===== src/rtl/uart_response_monitor.sv =====
// uart_response_monitor
// Receive side of the WiFi-module UART link. Deserialises the module's TX line
// (8N1, LSB first) and watches the byte stream for AT-command responses.
// While armed, it reports "OK\r\n", "ERROR\r\n" or the send prompt '>',
// or a timeout if none of these arrives in time.
//
// Ports
//   clk          in   system clock, rising edge
//   reset        in   asynchronous active-low reset
//   rx           in   serial line from the module (idle high, asynchronous)
//   arm          in   1-cycle pulse: clear matcher and timeout, start listening
//   rxByte       out  last received byte, valid while rxValid=1
//   rxValid      out  1-cycle pulse: new byte in rxByte
//   framingErr   out  1-cycle pulse: stop bit sampled low, byte discarded
//   busy         out  armed and waiting for a response token
//   respOk       out  1-cycle pulse: "OK\r\n" completed while armed
//   respErr      out  1-cycle pulse: "ERROR\r\n" completed while armed
//   respPrompt   out  1-cycle pulse: '>' received while armed
//   respTimeout  out  1-cycle pulse: armed window expired without a token
module uart_response_monitor #(
    parameter int unsigned CLKS_PER_BIT   = 434,
    parameter int unsigned TIMEOUT_CYCLES = 5_000_000
) (
    input  logic       clk,
    input  logic       reset,
    input  logic       rx,
    input  logic       arm,
    output logic [7:0] rxByte,
    output logic       rxValid,
    output logic       framingErr,
    output logic       busy,
    output logic       respOk,
    output logic       respErr,
    output logic       respPrompt,
    output logic       respTimeout
);

    localparam int unsigned BAUD_W = (CLKS_PER_BIT > 2) ? $clog2(CLKS_PER_BIT) : 1;
    localparam int unsigned TMO_W  = (TIMEOUT_CYCLES > 2) ? $clog2(TIMEOUT_CYCLES) : 1;
    localparam int unsigned IDX_W  = 3;

    localparam logic [BAUD_W-1:0] HALF_LAST = BAUD_W'(CLKS_PER_BIT / 2 - 1);
    localparam logic [BAUD_W-1:0] BIT_LAST  = BAUD_W'(CLKS_PER_BIT - 1);
    localparam logic [TMO_W-1:0]  TMO_LAST  = TMO_W'(TIMEOUT_CYCLES - 1);

    localparam logic [IDX_W-1:0] OK_LAST  = IDX_W'(3);
    localparam logic [IDX_W-1:0] ERR_LAST = IDX_W'(6);

    localparam logic [7:0] CH_O  = 8'h4F;
    localparam logic [7:0] CH_K  = 8'h4B;
    localparam logic [7:0] CH_E  = 8'h45;
    localparam logic [7:0] CH_R  = 8'h52;
    localparam logic [7:0] CH_CR = 8'h0D;
    localparam logic [7:0] CH_LF = 8'h0A;
    localparam logic [7:0] CH_GT = 8'h3E;

    typedef enum logic [1:0] {
        RX_IDLE,
        RX_START,
        RX_DATA,
        RX_STOP
    } rx_state_e;

    // Expected character at each position of "OK\r\n".
    function automatic logic [7:0] ok_char(input logic [IDX_W-1:0] idx);
        case (idx)
            IDX_W'(0): ok_char = CH_O;
            IDX_W'(1): ok_char = CH_K;
            IDX_W'(2): ok_char = CH_CR;
            default:   ok_char = CH_LF;
        endcase
    endfunction

    // Expected character at each position of "ERROR\r\n".
    function automatic logic [7:0] err_char(input logic [IDX_W-1:0] idx);
        case (idx)
            IDX_W'(0): err_char = CH_E;
            IDX_W'(1): err_char = CH_R;
            IDX_W'(2): err_char = CH_R;
            IDX_W'(3): err_char = CH_O;
            IDX_W'(4): err_char = CH_R;
            IDX_W'(5): err_char = CH_CR;
            default:   err_char = CH_LF;
        endcase
    endfunction

    // ------------------------------------------------------------------
    // rx synchroniser; rx_prev_q gives the previous synced value for
    // falling-edge detection. All preset to the idle level.
    // ------------------------------------------------------------------
    logic rx_meta_q;
    logic rx_sync_q;
    logic rx_prev_q;

    always_ff @(posedge clk or negedge reset) begin
        if (!reset) begin
            rx_meta_q <= 1'b1;
            rx_sync_q <= 1'b1;
            rx_prev_q <= 1'b1;
        end else begin
            rx_meta_q <= rx;
            rx_sync_q <= rx_meta_q;
            rx_prev_q <= rx_sync_q;
        end
    end

    // ------------------------------------------------------------------
    // Receiver FSM
    // ------------------------------------------------------------------
    rx_state_e         rx_state_q, rx_state_d;
    logic [BAUD_W-1:0] baud_q, baud_d;
    logic [2:0]        bit_q, bit_d;
    logic [7:0]        shift_q, shift_d;
    logic [7:0]        rx_byte_q, rx_byte_d;
    logic              rx_valid_q, rx_valid_d;
    logic              framing_err_q, framing_err_d;

    always_ff @(posedge clk or negedge reset) begin
        if (!reset) begin
            rx_state_q    <= RX_IDLE;
            baud_q        <= '0;
            bit_q         <= '0;
            shift_q       <= '0;
            rx_byte_q     <= '0;
            rx_valid_q    <= 1'b0;
            framing_err_q <= 1'b0;
        end else begin
            rx_state_q    <= rx_state_d;
            baud_q        <= baud_d;
            bit_q         <= bit_d;
            shift_q       <= shift_d;
            rx_byte_q     <= rx_byte_d;
            rx_valid_q    <= rx_valid_d;
            framing_err_q <= framing_err_d;
        end
    end

    // Counters are cleared on every state change so each state times
    // itself from entry.
    always_comb begin
        rx_state_d    = rx_state_q;
        baud_d        = baud_q;
        bit_d         = bit_q;
        shift_d       = shift_q;
        rx_byte_d     = rx_byte_q;
        rx_valid_d    = 1'b0;
        framing_err_d = 1'b0;

        unique case (rx_state_q)
            RX_IDLE: begin
                // Edge-triggered so a held-low break cannot restart a frame.
                if (rx_prev_q && !rx_sync_q) begin
                    rx_state_d = RX_START;
                    baud_d     = '0;
                    bit_d      = '0;
                end
            end

            RX_START: begin
                if (baud_q == HALF_LAST) begin
                    rx_state_d = rx_sync_q ? RX_IDLE : RX_DATA;
                    baud_d     = '0;
                    bit_d      = '0;
                end else begin
                    baud_d = baud_q + BAUD_W'(1);
                end
            end

            RX_DATA: begin
                if (baud_q == BIT_LAST) begin
                    shift_d = {rx_sync_q, shift_q[7:1]};
                    baud_d  = '0;
                    if (bit_q == 3'd7) begin
                        rx_state_d = RX_STOP;
                        bit_d      = '0;
                    end else begin
                        bit_d = bit_q + 3'd1;
                    end
                end else begin
                    baud_d = baud_q + BAUD_W'(1);
                end
            end

            RX_STOP: begin
                if (baud_q == BIT_LAST) begin
                    if (rx_sync_q) begin
                        rx_byte_d  = shift_q;
                        rx_valid_d = 1'b1;
                    end else begin
                        framing_err_d = 1'b1;
                    end
                    rx_state_d = RX_IDLE;
                    baud_d     = '0;
                    bit_d      = '0;
                end else begin
                    baud_d = baud_q + BAUD_W'(1);
                end
            end

            default: begin
                rx_state_d = RX_IDLE;
                baud_d     = '0;
                bit_d      = '0;
            end
        endcase
    end

    // ------------------------------------------------------------------
    // Response matcher and timeout
    // ------------------------------------------------------------------
    logic              busy_q, busy_d;
    logic [IDX_W-1:0]  ok_idx_q, ok_idx_d;
    logic [IDX_W-1:0]  err_idx_q, err_idx_d;
    logic [TMO_W-1:0]  tmo_cnt_q, tmo_cnt_d;
    logic              resp_ok_q, resp_ok_d;
    logic              resp_err_q, resp_err_d;
    logic              resp_prompt_q, resp_prompt_d;
    logic              resp_timeout_q, resp_timeout_d;
    logic              ok_done;
    logic              err_done;
    logic              prompt_done;

    always_ff @(posedge clk or negedge reset) begin
        if (!reset) begin
            busy_q         <= 1'b0;
            ok_idx_q       <= '0;
            err_idx_q      <= '0;
            tmo_cnt_q      <= '0;
            resp_ok_q      <= 1'b0;
            resp_err_q     <= 1'b0;
            resp_prompt_q  <= 1'b0;
            resp_timeout_q <= 1'b0;
        end else begin
            busy_q         <= busy_d;
            ok_idx_q       <= ok_idx_d;
            err_idx_q      <= err_idx_d;
            tmo_cnt_q      <= tmo_cnt_d;
            resp_ok_q      <= resp_ok_d;
            resp_err_q     <= resp_err_d;
            resp_prompt_q  <= resp_prompt_d;
            resp_timeout_q <= resp_timeout_d;
        end
    end

    always_comb begin
        busy_d         = busy_q;
        ok_idx_d       = ok_idx_q;
        err_idx_d      = err_idx_q;
        tmo_cnt_d      = tmo_cnt_q;
        resp_ok_d      = 1'b0;
        resp_err_d     = 1'b0;
        resp_prompt_d  = 1'b0;
        resp_timeout_d = 1'b0;
        ok_done        = 1'b0;
        err_done       = 1'b0;
        prompt_done    = 1'b0;

        // Token progress; a mismatching byte may itself start a new attempt.
        if (busy_q && rx_valid_q) begin
            if (rx_byte_q == ok_char(ok_idx_q)) begin
                if (ok_idx_q == OK_LAST) begin
                    ok_done = 1'b1;
                end else begin
                    ok_idx_d = ok_idx_q + IDX_W'(1);
                end
            end else begin
                ok_idx_d = (rx_byte_q == CH_O) ? IDX_W'(1) : IDX_W'(0);
            end

            if (rx_byte_q == err_char(err_idx_q)) begin
                if (err_idx_q == ERR_LAST) begin
                    err_done = 1'b1;
                end else begin
                    err_idx_d = err_idx_q + IDX_W'(1);
                end
            end else begin
                err_idx_d = (rx_byte_q == CH_E) ? IDX_W'(1) : IDX_W'(0);
            end

            prompt_done = (rx_byte_q == CH_GT);
        end

        if (arm) begin
            // Arm overrides everything, including a token finishing now.
            busy_d    = 1'b1;
            ok_idx_d  = '0;
            err_idx_d = '0;
            tmo_cnt_d = '0;
        end else if (busy_q) begin
            if (ok_done || err_done || prompt_done) begin
                // Token beats a timeout landing on the same cycle.
                resp_ok_d     = ok_done;
                resp_err_d    = err_done && !ok_done;
                resp_prompt_d = prompt_done && !ok_done && !err_done;
                busy_d        = 1'b0;
                ok_idx_d      = '0;
                err_idx_d     = '0;
                tmo_cnt_d     = '0;
            end else if (tmo_cnt_q == TMO_LAST) begin
                resp_timeout_d = 1'b1;
                busy_d         = 1'b0;
                ok_idx_d       = '0;
                err_idx_d      = '0;
                tmo_cnt_d      = '0;
            end else begin
                tmo_cnt_d = tmo_cnt_q + TMO_W'(1);
            end
        end
    end

    assign rxByte      = rx_byte_q;
    assign rxValid     = rx_valid_q;
    assign framingErr  = framing_err_q;
    assign busy        = busy_q;
    assign respOk      = resp_ok_q;
    assign respErr     = resp_err_q;
    assign respPrompt  = resp_prompt_q;
    assign respTimeout = resp_timeout_q;

endmodule


===== config.mk =====
export PLATFORM = sky130hd
export DESIGN_NAME = uart_response_monitor
export DESIGN_NICKNAME = d
export VERILOG_FILES = /design/src/rtl/uart_response_monitor.sv
export SDC_FILE = /design/constraint.sdc
export NUM_CORES = 1
export LEC_CHECK = 0
export CAP_MARGIN = 40
export CORE_AREA = 2 2 127 129
export CTS_CLUSTER_SIZE = 40
export DETAILED_ROUTE_END_ITERATION = 10
export DIE_AREA = 0 0 129 131
export PLACE_DENSITY = 0.5
export SYNTH_ARGS = -nofsm -noshare
export SYNTH_HDL_FRONTEND = slang
export SYNTH_SLANG_ARGS = --single-unit

===== constraint.sdc =====
create_clock -name clk -period 3.5 [get_ports clk]
set_clock_uncertainty 0.15 [all_clocks]
set_input_delay 0.525 -clock clk [delete_from_list [all_inputs] [get_ports clk]]
set_output_delay 0.525 -clock clk [all_outputs]
set_load 0.05 [all_outputs]

==> out/qor.yml, run 1 <==
yosys_warnings: 0
placed_cells: 643
num_io_pins: 19
cpMaxStageDelayCell: "dfrtp_1"
rsz0062_at_grt: "no"
slew_headroom: 0.496
nets: 458
grt_usage: 0.113
setup_violations: 0
antenna_cells: 0
fmax_ghz: 0.338
ys_ff_latch: 69
clockBufferDepth: 2
num_vias: 3202
fin_util: 0.302
grt_pass1_wl_um: 15400
antenna_found_initial: 0
ir_worst_vdd_mv: 0.242
ys_types: 65
period_share: 0.844
root_buffer: "clkbuf_16"
crit_fanout: 11
die_h_um: 131
dpl.hpwl_um: 6270
fill_cells: 1610
cp-start-kind: "flip-flop"
start_util: 0.253
postCtsSetupRepairBufs: 0
via_per_inst: 4.85
clk_latency_ns: 0.32
synth_top_area_share: 0.418
dr.pass1.iters: 4
synth_nets: 435
postPlaceCellArea_sq_um: 4390
cp.required_ns: 3.56
tns_ns: 0
slew_violations: 0
seq_area_frac_synth: 0.438
final_cells: 660
routed_wl_um: 9000
overflow: 0
synth_area_leader_cell: "dfrtp_1"
syn_to_final_growth_pct: 19.5
postSynthAreaPerCell_sq_um: 9.49
drive_gt1_frac: 0.124
hp-class: "flip-flop to flip-flop"
power.leakage_uw: 0.00195
avgRoutedWirePerCell_um: 13.6
die-area_sq_um: 16900
die_width_um: 129
first_global_vias: 3067
drv_cap: 0
cts_tree: "built"
powerDensity_nw_per_um2: 445
cp_slowest_stage_delay_ns: 0.40
h-tree-depth: 3
design_area_sq_um: 4720
period_needed_ns: 2.95
cp_cell_sequence: "inv_1 -> ha_1 -> mux2_4 -> or4_1 -> a222oi_1 -> and3_1 -> or2_2 -> a21o_4 -> nor3_1"
worstPathArrival_ns: 3.01
dr.first_iter.drc_count: 215
synth-async-reset-ratio: 1.00
power_uw: 2100
cts_made_buffers: 9
rows: 46
synth_area_sq_um: 3950
gp_congestion: 0.796
io_buffers: 18
core_sq_um: 15600
end_kind: "flip-flop"
synth_edf_count: 0
worst_pin_slew_ns: 0.753
syn_inst: 416
worst_setup_hold_path_clk_slew_ns: 0.06
synth.area.top_cells: "dfrtp_1 42%, ha_1 4.8%, mux2_2 4.6%"
grt_max_degree: 52
clock_sinks: 69
finalHoldViolCount: 0
ys.flop_type: "dfrtp_1"
antenna_left: 0
status: "completed"
path_class: "flip-flop to flip-flop"
drc: 0
path summary, 6_finish.rpt:
path / from / endpoint / slack, ns / cells after the start
hold / removal: rx_meta_q$_DFF_PN1_ / rx_sync_q$_DFF_PN1_ / 0.21 / 0
hold reg to reg: rx_meta_q$_DFF_PN1_ / rx_sync_q$_DFF_PN1_ / 0.21 / 0
max in group asynchronous: reset / rx_prev_q$_DFF_PN1_ / 2.11 / 3
min in group asynchronous: reset / tmo_cnt_q[7]$_DFFE_PN0P_ / 0.49 / 2
setup / recovery: err_idx_q[0]$_DFF_PN0_ / ok_idx_q[0]$_DFF_PN0_ / 0.55 / 9
setup reg to reg: err_idx_q[0]$_DFF_PN0_ / ok_idx_q[0]$_DFF_PN0_ / 0.55 / 9
per-stage QoR:
| step | setup WS [ns] | hold slack [ns] |
|---|---|---|
| 2_1_floorplan | 0.832 | 0.0794 |
| 3_3_place_gp | 0.639 | 0.198 |
| 3_5_place_dp | 0.551 | 0.199 |
| 4_1_cts | 0.533 | 0.208 |
| 5_1_grt | 0.290 | 0.214 |
| 6_report | 0.545 | 0.207 |
cell families (layout without fill, tap and decap cells):
kind of cell    count (synthesis)  after routing  share of synthesized area
buf+inv                        33             61                     0.0358
mux                            24             24                     0.0672
compound gates                 96             96                      0.161
xor+xnor                        3              3                    0.00666
simple gates                  176            176                      0.244
fa+ha+maj                      15             15                     0.0475
flops                          69             69                      0.438
routing by layer:
layer / up-vias / GRT usage / routed length (um)
met1: 1573 / 0.150 / 4430
li1: 1575 / - / -
met5: - / 0 / 0
met3: 6 / 0.0309 / 284
met2: 48 / 0.183 / 4220
met4: 0 / 0.0307 / 67
worst max-delay path: cells and delay by family, from the launching register on:
| family | cells | cell delay (ns) |
|---|---|---|
| simple gates | 4 | 0.98 |
| buf+inv | 1 | 0.10 |
| fa+ha+maj | 1 | 0.31 |
| compound gates | 2 | 0.59 |
| flops | 1 | 0.40 |
| mux | 1 | 0.30 |
synth_stat cells, types with 3 or more instances:
| library cell | count |
|---|---|
| o31ai_1 | 4 |
| and2_1 | 6 |
| a21oi_1 | 22 |
| or2_2 | 4 |
| or3_1 | 7 |
| mux2_2 | 16 |
| dfstp_2 | 3 |
| ha_1 | 15 |
| o21ai_0 | 25 |
| nand2_1 | 35 |
| nor3_1 | 11 |
| nor2b_1 | 4 |
| nand3_1 | 22 |
| inv_1 | 20 |
| nand2b_1 | 7 |
| clkbuf_1 | 9 |
| a21o_1 | 6 |
| a31oi_1 | 8 |
| mux2i_1 | 7 |
| nand4_1 | 11 |
| dfrtp_1 | 66 |
| nor2_1 | 29 |
| nor3b_1 | 4 |
| nor4bb_1 | 3 |
| and3_1 | 4 |
| nand3b_1 | 11 |
| nor4_1 | 4 |
| o211ai_1 | 4 |
where the power goes:
part / internal, uW / switching, uW / total (uW)
sequential: 844 / 60.6 / 905
clock: 590 / 336 / 926
combinational: 119 / 149 / 268
layout make-up:
| type | instances | area [sq um] | share of cell area |
|---|---|---|---|
| Clock buffer | 11 | 253 | 0.0536 |
| Clock inverter | 5 | 58.8 | 0.0125 |
| Inverter | 20 | 75.1 | 0.0159 |
| Multi-Input combinational cell | 314 | 2080 | 0.440 |
| Sequential cell | 69 | 1730 | 0.367 |
| Tap cell | 216 | 270 | 0.0573 |
| Timing Repair Buffer | 25 | 253 | 0.0536 |
registers in the layout (all words and copies together) (netlist names), 3 cells and up, named ones only:
register / count
baud_q: 9
bit_q: 3
err_idx_q: 3
ok_idx_q: 3
rxByte: 8
shift_q: 8
tmo_cnt_q: 23
placed cells by master (no fill, tap or decap), types with 3 or more instances in the layout:
master | synthesis | final
a21o_1 | 6 | 6
a21oi_1 | 22 | 22
a31oi_1 | 8 | 8
and2_1 | 6 | 6
and3_1 | 4 | 4
buf_4 | 0 | 6
clkbuf_16 | 0 | 9
clkdlybuf4s50_1 | 0 | 17
dfrtp_1 | 66 | 66
dfstp_2 | 3 | 3
ha_1 | 15 | 15
inv_1 | 20 | 20
mux2_2 | 16 | 16
mux2i_1 | 7 | 7
nand2_1 | 35 | 35
nand2b_1 | 7 | 7
nand3_1 | 22 | 22
nand3b_1 | 11 | 11
nand4_1 | 11 | 11
nor2_1 | 29 | 29
nor2b_1 | 4 | 4
nor3_1 | 11 | 11
nor3b_1 | 4 | 4
nor4_1 | 4 | 4
nor4bb_1 | 3 | 3
o211ai_1 | 4 | 4
o21ai_0 | 25 | 25
o31ai_1 | 4 | 4
or2_2 | 4 | 4
or3_1 | 7 | 7
what timing repair did:
item / in CTS / in global routing
resized for setup: 0 / 0
hold buffers: 1 / 0
hold endpoints to repair: 18 / 0
Note: power is estimated with default switching activity, not from simulation.
==> run 2: changes to the inputs <==
==> constraint.sdc (replaced) <==
create_clock -name clk -period 2.85 [get_ports clk]
set_clock_uncertainty 0.15 [all_clocks]
set_input_delay 0.4275 -clock clk [delete_from_list [all_inputs] [get_ports clk]]
set_output_delay 0.4275 -clock clk [all_outputs]
set_load 0.05 [all_outputs]
==> out/qor.yml, run 2 (synthesis results as in run 1) <==
clk_latency_ns: 0.34  # +0.02 ns
mostFrequentLayoutCell: "dfrtp_1"
antenna_left: 0  # unchanged
num_io_pins: 19  # unchanged
status: "completed"
end_kind: "flip-flop"
first_global_vias: 3103  # +1.2%
grt_pass1_wl_um: 15800  # +2.3%
die_h_um: 131  # unchanged
grt_max_degree: 45  # -13%
worstReg2RegStart: "err_idx_q[0]$_DFF_PN0_"
timing.final.ws_setup_ns: 0.0981  # -0.447 ns
min_from: "rx_meta_q$_DFF_PN1_"
post-place-ws_ns: -0.0994  # -0.651 ns
overflow: 0  # unchanged
fill_cells: 1599  # -0.68%
via_per_inst: 4.84  # -0.22%
hp-class: "flip-flop to flip-flop"
switching_share: 0.256  # -0.00403
rsz0062_at_grt: "yes"
dr.first_iter.drc_count: 285  # +33%
nets: 476  # +3.9%
final_cell_mix: "64 x dfrtp_1, 35 x nand2_1, 29 x nor2_1, 24 x o21ai_0, 22 x nand3_1"
cp.required_ns: 2.95  # -0.61 ns
crit_fanout: 22  # +11
p_int_uw: 2070  # +33%
hold_path_end: "rx_sync_q$_DFF_PN1_"
cp-start-kind: "flip-flop"
p_seq_frac: 0.400  # -0.031
largest_register: "tmo_cnt_q"
hold_depth: 0  # unchanged
fmax_ghz: 0.363  # +7.4%
root_buffer: "clkbuf_16"
clockBufferDepth: 2  # unchanged
avgRoutedWirePerCell_um: 14.2  # +4.2%
clkPwrFrac: 0.478  # +0.037
reg2reg_to: "tmo_cnt_q[10]$_DFFE_PN0P_"
tns_ns: 0  # unchanged
grt_usage: 0.118  # +0.00484
powerDensity_nw_per_um2: 550  # +23%
r2r_cells: 11  # +2
switchingPower_uw: 711  # +30%
dpl.hpwl_um: 6480  # +3.4%
ir_worst_vdd_mv: 0.286  # +19%
io_buffers: 18  # unchanged
drv_cap: 0  # unchanged
core_sq_um: 15600  # unchanged
slew_violations: 0  # unchanged
reg_top3: "tmo_cnt_q x23, baud_q x9"
path_class: "flip-flop to flip-flop"
syn_to_final_growth_pct: 28.1
setup_violations: 0  # unchanged
period_needed_ns: 2.75  # -0.203 ns
cts_made_buffers: 9  # unchanged
antenna_cells: 0  # unchanged
worst-r2r-setup-slack_ns: 0.1  # -0.45 ns
die-area_sq_um: 16900  # unchanged
clock_sinks: 69  # unchanged
dr.pass1.iters: 4  # unchanged
drc: 0  # unchanged
largest_reg_flops: 23  # unchanged
worstPathArrival_ns: 2.86  # -0.15 ns
power.leakage_uw: 0.00209  # +7.3%
slew_headroom: 0.626  # +0.130
h-tree-depth: 3  # unchanged
worst_setup_hold_path_clk_slew_ns: 0.06  # about the same
drive_gt1_frac: 0.195  # +0.0709
worst_pin_slew_ns: 0.557  # -0.196 ns
combPwrFrac: 0.121  # -0.007
finalHoldViolCount: 0  # unchanged
routed_wl_um: 9630  # +7.0%
start_util: 0.253  # unchanged
rows: 46  # unchanged
period_share: 0.966  # +0.121
cts_tree: "built"
gp_congestion: 0.835  # +5.0%
num_vias: 3282  # +2.5%
die_width_um: 129  # unchanged
antenna_found_initial: 0  # unchanged
[run 2: per-stage QoR]
step	hold WS [ns]	utilization	std cells	total power, uW	cell area (sq um)
after floorplan	-0.0181	-	416	1350	3950
after global placement	0.198	0.286	653	1450	4460
after detailed placement	0.202	0.288	654	1470	4490
after CTS	0.210	0.312	673	2820	4870
after global routing	0.211	0.324	678	2910	5060
final	0.207	0.324	678	2780	5060
[run 2: power groups by stage]
stage               Clock (uW)  Sequential [uW]  Combinational (uW)
finish                    1330             1110                 338
detailed placement           0             1130                 342
global route              1400             1120                 388
floorplan                    0             1090                 261
global placement             0             1130                 323
CTS                       1360             1110                 345
[run 2: worst max-delay path, stage by stage (launching register included)]
cell	delay, ns
dfrtp_2	0.46
ha_2	0.22
ha_4	0.18
or3b_1	0.35
a21oi_1	0.15
a222oi_1	0.08
buf_4	0.16
a31o_4	0.22
a211oi_4	0.25
buf_12	0.19
a31oi_1	0.08
a31oi_1	0.16
[run 2: area by class of cell]
cell class	count	area, sq um	area share
timing repair buffer	42	397	0.0784
clock inverter	5	108	0.0213
sequential	69	1730	0.343
tap	216	270	0.0534
multi-input combinational	315	2230	0.441
inverter	20	77.6	0.0153
clock buffer	11	243	0.0480
[run 2: per-layer routing]
layer | routed length, um | vias up | GRT usage
met5 | 0 | - | 0
met4 | 119 | 0 | 0.0352
met3 | 314 | 11 | 0.0297
met2 | 4620 | 49 | 0.192
met1 | 4580 | 1609 | 0.156
li1 | - | 1613 | -
[run 2: worst max path at each step]
stage | startpoint | to | depth (start not counted)
global placement | err_idx_q[0]$_DFF_PN0_ | ok_idx_q[0]$_DFF_PN0_ | 8
global route | err_idx_q[1]$_DFF_PN0_ | tmo_cnt_q[2]$_DFFE_PN0P_ | 11
finish | err_idx_q[0]$_DFF_PN0_ | tmo_cnt_q[10]$_DFFE_PN0P_ | 11
CTS | err_idx_q[0]$_DFF_PN0_ | tmo_cnt_q[6]$_DFFE_PN0P_ | 11
detailed placement | err_idx_q[1]$_DFF_PN0_ | ok_idx_q[0]$_DFF_PN0_ | 10
floorplan | err_idx_q[0]$_DFF_PN0_ | tmo_cnt_q[4]$_DFFE_PN0P_ | 10
[run 2: repair_timing]
action | CTS | global route
gates resized for setup | 2 | 32
cloned | 0 | 1
pin swaps | 2 | 5
hold buffers | 1 | 0
setup endpoints to repair | 28 | 31
setup buffers | 2 | 4
hold endpoints to repair | 25 | 0
==> run 3: changes to the inputs <==
==> constraint.sdc (replaced) <==
create_clock -name clk -period 3.3 [get_ports clk]
set_clock_uncertainty 0.15 [all_clocks]
set_input_delay 0.495 -clock clk [delete_from_list [all_inputs] [get_ports clk]]
set_output_delay 0.495 -clock clk [all_outputs]
set_load 0.05 [all_outputs]
==> out/qor.yml, run 3 (synthesis results as in run 1) <==
status: "completed"
grt_pass1_wl_um: 15800  # about the same
crit_fanout: 22  # unchanged
finalHoldViolCount: 0  # unchanged
num_io_pins: 19  # unchanged
avgRoutedWirePerCell_um: 13.9  # -2.1%
r2r_cells: 9  # -2
largest_reg_flops: 23  # unchanged
antenna_left: 0  # unchanged
cts_made_buffers: 9  # unchanged
worstPathArrival_ns: 3.04  # +0.18 ns
dr.pass1.iters: 4  # unchanged
cts_tree: "built"
overflow: 0  # unchanged
start_util: 0.253  # unchanged
slew_violations: 0  # unchanged
rsz0062_at_grt: "no"
drc: 0  # unchanged
period_needed_ns: 2.96  # +0.213 ns
fill_cells: 1615  # +1.0%
cts_resized: 0  # -2
holdWs_ns: 0.207  # +0.000229 ns
grt_usage: 0.117  # -0.00105
rows: 46  # unchanged
worstReg2RegStart: "ok_idx_q[0]$_DFF_PN0_"
worst_setup_hold_path_clk_slew_ns: 0.06  # about the same
hold_depth: 0  # unchanged
switching_share: 0.269  # +0.0135
drive_gt1_frac: 0.128  # -0.0673
mostFrequentLayoutCell: "dfrtp_1"
h-tree-depth: 3  # unchanged
ir_worst_vdd_mv: 0.336  # +17%
reg_top3: "tmo_cnt_q x23, baud_q x9"
reg2reg_to: "tmo_cnt_q[1]$_DFFE_PN0P_"
hold_path_end: "rx_sync_q$_DFF_PN1_"
num_vias: 3214  # -2.1%
powerDensity_nw_per_um2: 465  # -15%
final_cell_mix: "66 x dfrtp_1, 35 x nand2_1, 29 x nor2_1, 25 x o21ai_0"
nets: 461  # -3.2%
setup_violations: 0  # unchanged
core_sq_um: 15600  # unchanged
worst_pin_slew_ns: 0.690  # +0.133 ns
root_buffer: "clkbuf_16"
antenna_found_initial: 0  # unchanged
io_buffers: 18  # unchanged
dpl.hpwl_um: 6550  # +0.96%
startpoint: "ok_idx_q[0]$_DFF_PN0_"
tns_ns: 0  # unchanged
drv_cap: 0  # unchanged
power.leakage_uw: 0.00196  # -6.5%
die-area_sq_um: 16900  # unchanged
period_share: 0.898  # -0.0671
first_global_vias: 3107  # +0.13%
antenna_cells: 0  # unchanged
worst-r2r-setup-slack_ns: 0.34  # +0.24 ns
cp-start-kind: "flip-flop"
fmax_ghz: 0.337  # -7.2%
dr.first_iter.drc_count: 189  # -34%
switchingPower_uw: 592  # -17%
p_int_uw: 1610  # -22%
clkPwrFrac: 0.433  # -0.045
grt_max_degree: 54  # +20%
path_class: "flip-flop to flip-flop"
p_seq_frac: 0.437  # +0.037
clk_latency_ns: 0.34  # about the same
min_from: "rx_meta_q$_DFF_PN1_"
clockBufferDepth: 2  # unchanged
routed_wl_um: 9220  # -4.3%
die_width_um: 129  # unchanged
cp.required_ns: 3.37  # +0.42 ns
combPwrFrac: 0.130  # +0.009
die_h_um: 131  # unchanged
end_kind: "flip-flop"
syn_to_final_growth_pct: 19.7
hp-class: "flip-flop to flip-flop"
gp_congestion: 0.785  # -6.0%
slew_headroom: 0.538  # -0.0876
clock_sinks: 69  # unchanged
via_per_inst: 4.85  # +0.14%
largest_register: "tmo_cnt_q"
==> run 3: layer usage <==
| layer | GRT usage | vias up | wire (um) |
|---|---|---|---|
| met5 | 0 | - | 0 |
| met4 | 0.0358 | 0 | 128 |
| met3 | 0.0358 | 11 | 368 |
| met2 | 0.187 | 50 | 4270 |
| met1 | 0.153 | 1576 | 4450 |
| li1 | - | 1577 | - |
==> run 3: per-stage QoR <==
| step | total power [uW] | area, sq um | utilization | instances | worst slack [ns] |
|---|---|---|---|---|---|
| floorplan | 1170 | 3950 | - | 416 | 0.632 |
| global placement | 1250 | 4380 | 0.281 | 644 | 0.450 |
| detailed placement | 1270 | 4420 | 0.283 | 646 | 0.360 |
| CTS | 2240 | 4720 | 0.303 | 663 | 0.338 |
| global route | 2330 | 4720 | 0.303 | 663 | 0.123 |
| finish | 2200 | 4720 | 0.303 | 663 | 0.335 |
==> run 3: cell type report <==
| type | instances | area [sq um] | area share |
|---|---|---|---|
| multi-input combinational | 314 | 2080 | 0.439 |
| tap | 216 | 270 | 0.0572 |
| inverter | 20 | 75.1 | 0.0159 |
| timing repair buffer | 28 | 279 | 0.0591 |
| sequential | 69 | 1730 | 0.366 |
| clock buffer | 10 | 229 | 0.0485 |
| clock inverter | 6 | 63.8 | 0.0135 |
==> run 3: worst max-delay path, stage by stage, from the launching register on <==
cell and delay [ns]:
dfrtp_1 0.42, inv_1 0.11, ha_1 0.22, or3b_1 0.35
a2111oi_0 0.50, o22ai_1 0.29, nor2_2 0.23, a211oi_2 0.09
buf_4 0.22, a22o_1 0.25
==> run 3: timing repair <==
item | 4_1_cts | 5_1_grt
buffers inserted | 0 | 0
hold buffers | 1 | 0
endpoints found under the hold margin | 16 | 0
endpoints found under the setup margin | 0 | 0
==> run 3: worst max-delay path by stage <==
| stage | endpoint | slack, ns |
|---|---|---|
| after floorplan | tmo_cnt_q[4]$_DFFE_PN0P_ | 0.63 |
| after global placement | ok_idx_q[0]$_DFF_PN0_ | 0.45 |
| after detailed placement | tmo_cnt_q[1]$_DFFE_PN0P_ | 0.36 |
| after CTS | tmo_cnt_q[1]$_DFFE_PN0P_ | 0.34 |
| after global routing | tmo_cnt_q[8]$_DFFE_PN0P_ | 0.12 |
| final | tmo_cnt_q[1]$_DFFE_PN0P_ | 0.34 |
==> run 3: power groups by stage <==
stage,combinational (uW),sequential [uW],clock [uW]
floorplan,225,940,0
CTS,292,960,985
detailed placement,290,976,0
global placement,279,974,0
finish,287,960,950
global route,334,972,1020
==> edit 1 (config.mk and constraints of run 1) <==
Reset style: synchronous (`reset`), changed in 3 clocked blocks. Comments in the files are not updated.
--- a/src/rtl/uart_response_monitor.sv
+++ b/src/rtl/uart_response_monitor.sv
@@ -92,7 +92,7 @@
     logic rx_sync_q;
     logic rx_prev_q;
 
-    always_ff @(posedge clk or negedge reset) begin
+    always_ff @(posedge clk) begin
         if (!reset) begin
             rx_meta_q <= 1'b1;
             rx_sync_q <= 1'b1;
@@ -115,7 +115,7 @@
     logic              rx_valid_q, rx_valid_d;
     logic              framing_err_q, framing_err_d;
 
-    always_ff @(posedge clk or negedge reset) begin
+    always_ff @(posedge clk) begin
         if (!reset) begin
             rx_state_q    <= RX_IDLE;
             baud_q        <= '0;
@@ -220,7 +220,7 @@
     logic              err_done;
     logic              prompt_done;
 
-    always_ff @(posedge clk or negedge reset) begin
+    always_ff @(posedge clk) begin
         if (!reset) begin
             busy_q         <= 1'b0;
             ok_idx_q       <= '0;
Behaviour: differs if reset is asserted again (counterexample within 4 cycles, from zero or initial values and one cycle with reset low); with reset held inactive, the same outputs for 10 cycles.
==> edit 1 against run 1 <==
Final cell count shrank 1.5%. Global-route usage is 1.4 points lower. Cell area fell by 9.1%. Synthesized cell count fell by 0.48%. Synthesized area shrank 8.9%. Setup slack lost 0.34 ns. Via count down 6.5%. Sequential share of layout area decreased by 4.5 points. Wire length down 11%. Sequential cell count unchanged. Critical endpoint is now tmo_cnt_q[4]. Largest cell class unchanged. Highest routed layer unchanged.
Power is not compared: it rests on default switching activity, and its combinational part moved more than twofold at a synthesized area within 25%.
==> edit 1: results (changes against run 1) <==
* Status: completed
* Layout non-clock buf frac at 0.0508 (-0.00282)
* Critical R2R Launch: err_idx_q[1]
* Worst EP arrival at 3.35 ns (+0.34 ns)
* CP max FO at 20 (+9)
* RR Endpoint: tmo_cnt_q[4]
* Routing usage on met1 at 0.127 (-0.0231)
* Syn nets at 433 (-0.46%)
* Hold EP: rx_sync_q
* Clk buf depth at 2 (unchanged)
* Area share of the leading cell type in the synthesized netlist at 0.384 (-0.0341)
* CP max-delay cell: or4_4
* Hold path start: rx_meta_q
* Vias at 2994 (-6.5%)
* Initial DRC Count at 134 (-38%)
* Met3 GRT Util at 0.0244 (-0.00651)
* Post-synthesis sequential area ratio at 0.384 (-0.0541)
* First-pass GRT wire length at 13.4 mm (-13%)
* Post-Place Worst Slack at 0.238 ns (-0.313 ns)
* Hold depth at 1 (+1)
* Gr usage total at 0.0996 (-0.0137)
* Non-clock inverter count at 18 (-10%)
* Largest net degree at the start of global routing at 32 (-38%)
* Placer Congestion at 0.745 (-6.4%)
* Nets at 448 (-2.2%)
* Min Tclk post-route at 3.29 ns (+0.340 ns)
* Vias in the first global route at 2798 (-8.8%)
* Multi-input logic area at 2040 um2 (-1.8%)
* Post-Route M1 WL at 3.99 mm (-9.9%)
* ClkCell Share at 0.0730 (+0.00688)
* Non-clock buffers at 23 (-8.0%)
* Synth top cells by count: 69 x dfxtp_1, 42 x nor2_1, 36 x nand2_1, 27 x nor3_1
* Switch Pwr at 0.412 mW
* CP max stage delay at 0.49 ns (+0.09 ns)
* WL/cell at 12.4 um (-9.4%)
* Wire length on met2 at 3.68 mm (-13%)
* Clock-pin transition on the worst setup and hold timing paths at 0.06 ns (about the same)
* Wire length on met3 at 237 um (-17%)
* Distinct cell type count of the synthesized netlist at 62 (-4.6%)
* Seq/total area at 0.322 (-0.0448)
* Multi-input combinational cell count at 308 (-1.9%)
* Ys async rst share at 0 (-1.00)
* Worst R2R Setup Slack at 0.21 ns (-0.34 ns)
* Clock buf count at 13 (+2)
* Relative slew slack at 0.551 (+0.0549)
* Layout cells sized above 1 at 0.0806 (-0.0432)
* Hpwl dp at 5.80 mm (-7.5%)
==> edit 1: cell families after synthesis <==
kind of cell	count (synthesis)	share of synthesized area
buffers and inverters	37	0.0487
multiplexers	20	0.0564
adder cells (fa/ha/maj)	15	0.0522
AO/OA/AOI/OAI	62	0.121
flip-flops	69	0.384
AND/OR/NAND/NOR	190	0.286
XOR/XNOR	21	0.0512
==> edit 1: stage by stage <==
step | area (um2) | total power [mW] | utilization | instances
global placement | 3980 | 0.939 | 0.255 | 634
CTS | 4290 | 1.88 | 0.275 | 650
floorplan | 3590 | 0.911 | - | 414
finish | 4290 | 1.85 | 0.275 | 650
detailed placement | 3980 | 0.941 | 0.255 | 634
global route | 4290 | 1.93 | 0.275 | 650
==> edit 1: worst reg2reg max path, stage by stage (launching register included) <==
cell and delay, ns:
dfxtp_1 0.48, ha_1 0.23, ha_1 0.34, nor4b_1 0.34, a221oi_1 0.11, o311a_2 0.39, or4_4 0.49, a21oi_4 0.25
buf_4 0.31, nor3_1 0.09
==> edit 2 (settings of run 1) <==
Without the edit above. The parameter `CLKS_PER_BIT` goes from 434 to 868.
--- a/src/rtl/uart_response_monitor.sv
+++ b/src/rtl/uart_response_monitor.sv
@@ -18,7 +18,7 @@
 //   respPrompt   out  1-cycle pulse: '>' received while armed
 //   respTimeout  out  1-cycle pulse: armed window expired without a token
 module uart_response_monitor #(
-    parameter int unsigned CLKS_PER_BIT   = 434,
+    parameter int unsigned CLKS_PER_BIT   = 868,
     parameter int unsigned TIMEOUT_CYCLES = 5_000_000
 ) (
     input  logic       clk,
Function: no difference found for any inputs over 10 cycles, from zero or initial values and one cycle with reset low; that may be too few to reach the edited logic, so the function may still have changed.
==> edit 2 against run 1 <==
Power fell by 0.53%. Highest routed layer unchanged. Cell area rose by 5.4%. Sequential cell count rose by 1. Synthesized area rose by 5.8%. Critical path type unchanged. First-iteration DRC count rose by 3.3%. Wire length rose by 11%. Combinational power fell by 34%. Non-clock buffer count rose by 2. Via count rose by 8.9%. Setup slack improved by 0.062 ns. Critical path depth fell by 1. Die area did not move. Synthesized cell count rose by 10%.
==> edit 2: results (changes against run 1) <==
* Gr usage total at 0.127 (+0.0140)
* Initial DRC Count at 222 (+3.3%)
* Pleak at 2.05 nW (+5.0%)
* CP max stage delay at 0.49 ns (+0.09 ns)
* Drt first pass iters at 4 (unchanged)
* Clock-pin transition on the worst setup and hold timing paths at 0.06 ns (about the same)
* Worst slew pin tran at 0.564 ns (-0.190 ns)
* Worst EP arrival at 2.94 ns (-0.07 ns)
* Fmax achieved at 346 MHz (+2.2%)
* Worst r2r path cells at 8 (-1)
* CP max FO at 17 (+6)
* Post-Place Worst Slack at 0.339 ns (-0.212 ns)
* WL/cell at 14.3 um (+4.8%)
* Largest cells by area after synthesis: dfrtp_1 40%, nand2_1 5.4%, ha_1 4.2%, o211ai_1 3.2%, mux2_2 3.2%
* Synth top cells by count: 67 x dfrtp_1, 60 x nand2_1, 32 x nor2_1, 19 x o21ai_0
* Nets at 494 (+7.9%)
* CP top delay family: compound AO/OA/AOI/OAI gates
* Hold crit path type: reg -> reg
* Worst R2R Setup Slack at 0.61 ns (+0.06 ns)
* Root Buffer: clkbuf_16
* Drt via density at 5.00 (+3.1%)
* Ys Warns at 0 (unchanged)
* Maximum VDD drop at 0.246 mV (+1.8%)
* Status: completed
* Distinct cell type count of the synthesized netlist at 68 (+4.6%)
* Placer Congestion at 0.786 (-1.2%)
* Hpwl dp at 6.73 mm (+7.3%)
* # port buffers at 18 (unchanged)
* Initial antenna violation count at 0 (unchanged)
* First-pass GRT wire length at 17.4 mm (+12%)
* Hold path start: rx_meta_q
* Post-synthesis sequential area ratio at 0.420 (-0.0179)
* Largest net degree at the start of global routing at 56 (+7.7%)
* Hold EP: rx_sync_q
* Biggest regs: tmo_cnt_q x23, baud_q x10
* Critical R2R Launch: ok_idx_q[0]
* Layout cells sized above 1 at 0.102 (-0.0220)
* Syn nets at 477 (+9.7%)
* Vias in the first global route at 3593 (+17%)
* Cts bufs inserted at 9 (unchanged)
* Top_reg_cell synth: dfrtp_1
* Hold depth at 0 (unchanged)
* WHS at 0.206 ns (-0.00143 ns)
* CP max-delay cell: a2111oi_0
==> edit 2: through the flow <==
step / std cells / util / instance area, um2
floorplan: 459 / - / 4180
global placement: 678 / 0.294 / 4580
detailed placement: 680 / 0.296 / 4620
CTS: 697 / 0.319 / 4970
global route: 697 / 0.319 / 4970
finish: 697 / 0.319 / 4970
==> edit 2: layout make-up <==
class	instances	area [um2]
Multi-Input combinational cell	352	2280
Clock inverter	6	111
Fill cell	1628	10600
Clock buffer	10	229
Timing Repair Buffer	27	268
Tap cell	216	270
Sequential cell	70	1760
Inverter	16	60.1
==> edit 2: layer usage <==
| metal | wire length (um) | GRT usage | up-vias |
|---|---|---|---|
| li1 | - | - | 1725 |
| met1 | 4960 | 0.167 | 1706 |
| met2 | 4650 | 0.211 | 45 |
| met3 | 234 | 0.0273 | 10 |
| met4 | 116 | 0.0390 | 0 |
| met5 | 0 | 0 | - |
==> edit 2: logic make-up after synthesis <==
logic type,count (synthesis),share of synthesized area
AND/OR/NAND/NOR,226,0.294
buffers and inverters,37,0.0348
adder cells (fa/ha/maj),14,0.0420
flip-flops,70,0.420
AO/OA/AOI/OAI,90,0.151
XOR/XNOR,1,0.00210
multiplexers,21,0.0554
==> edit 2: how the worst max path moves through the flow <==
stage                  from            end
3_3_place_gp    ok_idx_q[0]    ok_idx_q[0]
3_5_place_dp    ok_idx_q[0]    ok_idx_q[0]
2_1_floorplan  err_idx_q[0]  tmo_cnt_q[17]
5_1_grt         ok_idx_q[0]    ok_idx_q[2]
4_1_cts         ok_idx_q[0]    ok_idx_q[0]
6_report        ok_idx_q[0]    ok_idx_q[0]
==> edit 2: what timing repair did <==
action | 4_1_cts | 5_1_grt
hold buffers | 1 | 0
hold endpoints to repair | 15 | 0
resized for setup | 0 | 1
setup endpoints to repair | 0 | 1
==> edit 2: worst reg2reg max path: stages, from the launching register on <==
cell	delay (ns)
dfrtp_1	0.41
inv_1	0.08
ha_1	0.26
o21a_1	0.20
o211ai_1	0.20
a221oi_1	0.18
nor2_2	0.41
nand2_2	0.37
a2111oi_0	0.50
==> edit 2: report_power, final <==
part	leakage, nW	total [mW]	internal [mW]	switching, mW
registers	0.956	0.866	0.837	0.0297
clock network	0.163	1.04	0.696	0.348
logic	0.927	0.177	0.0664	0.111
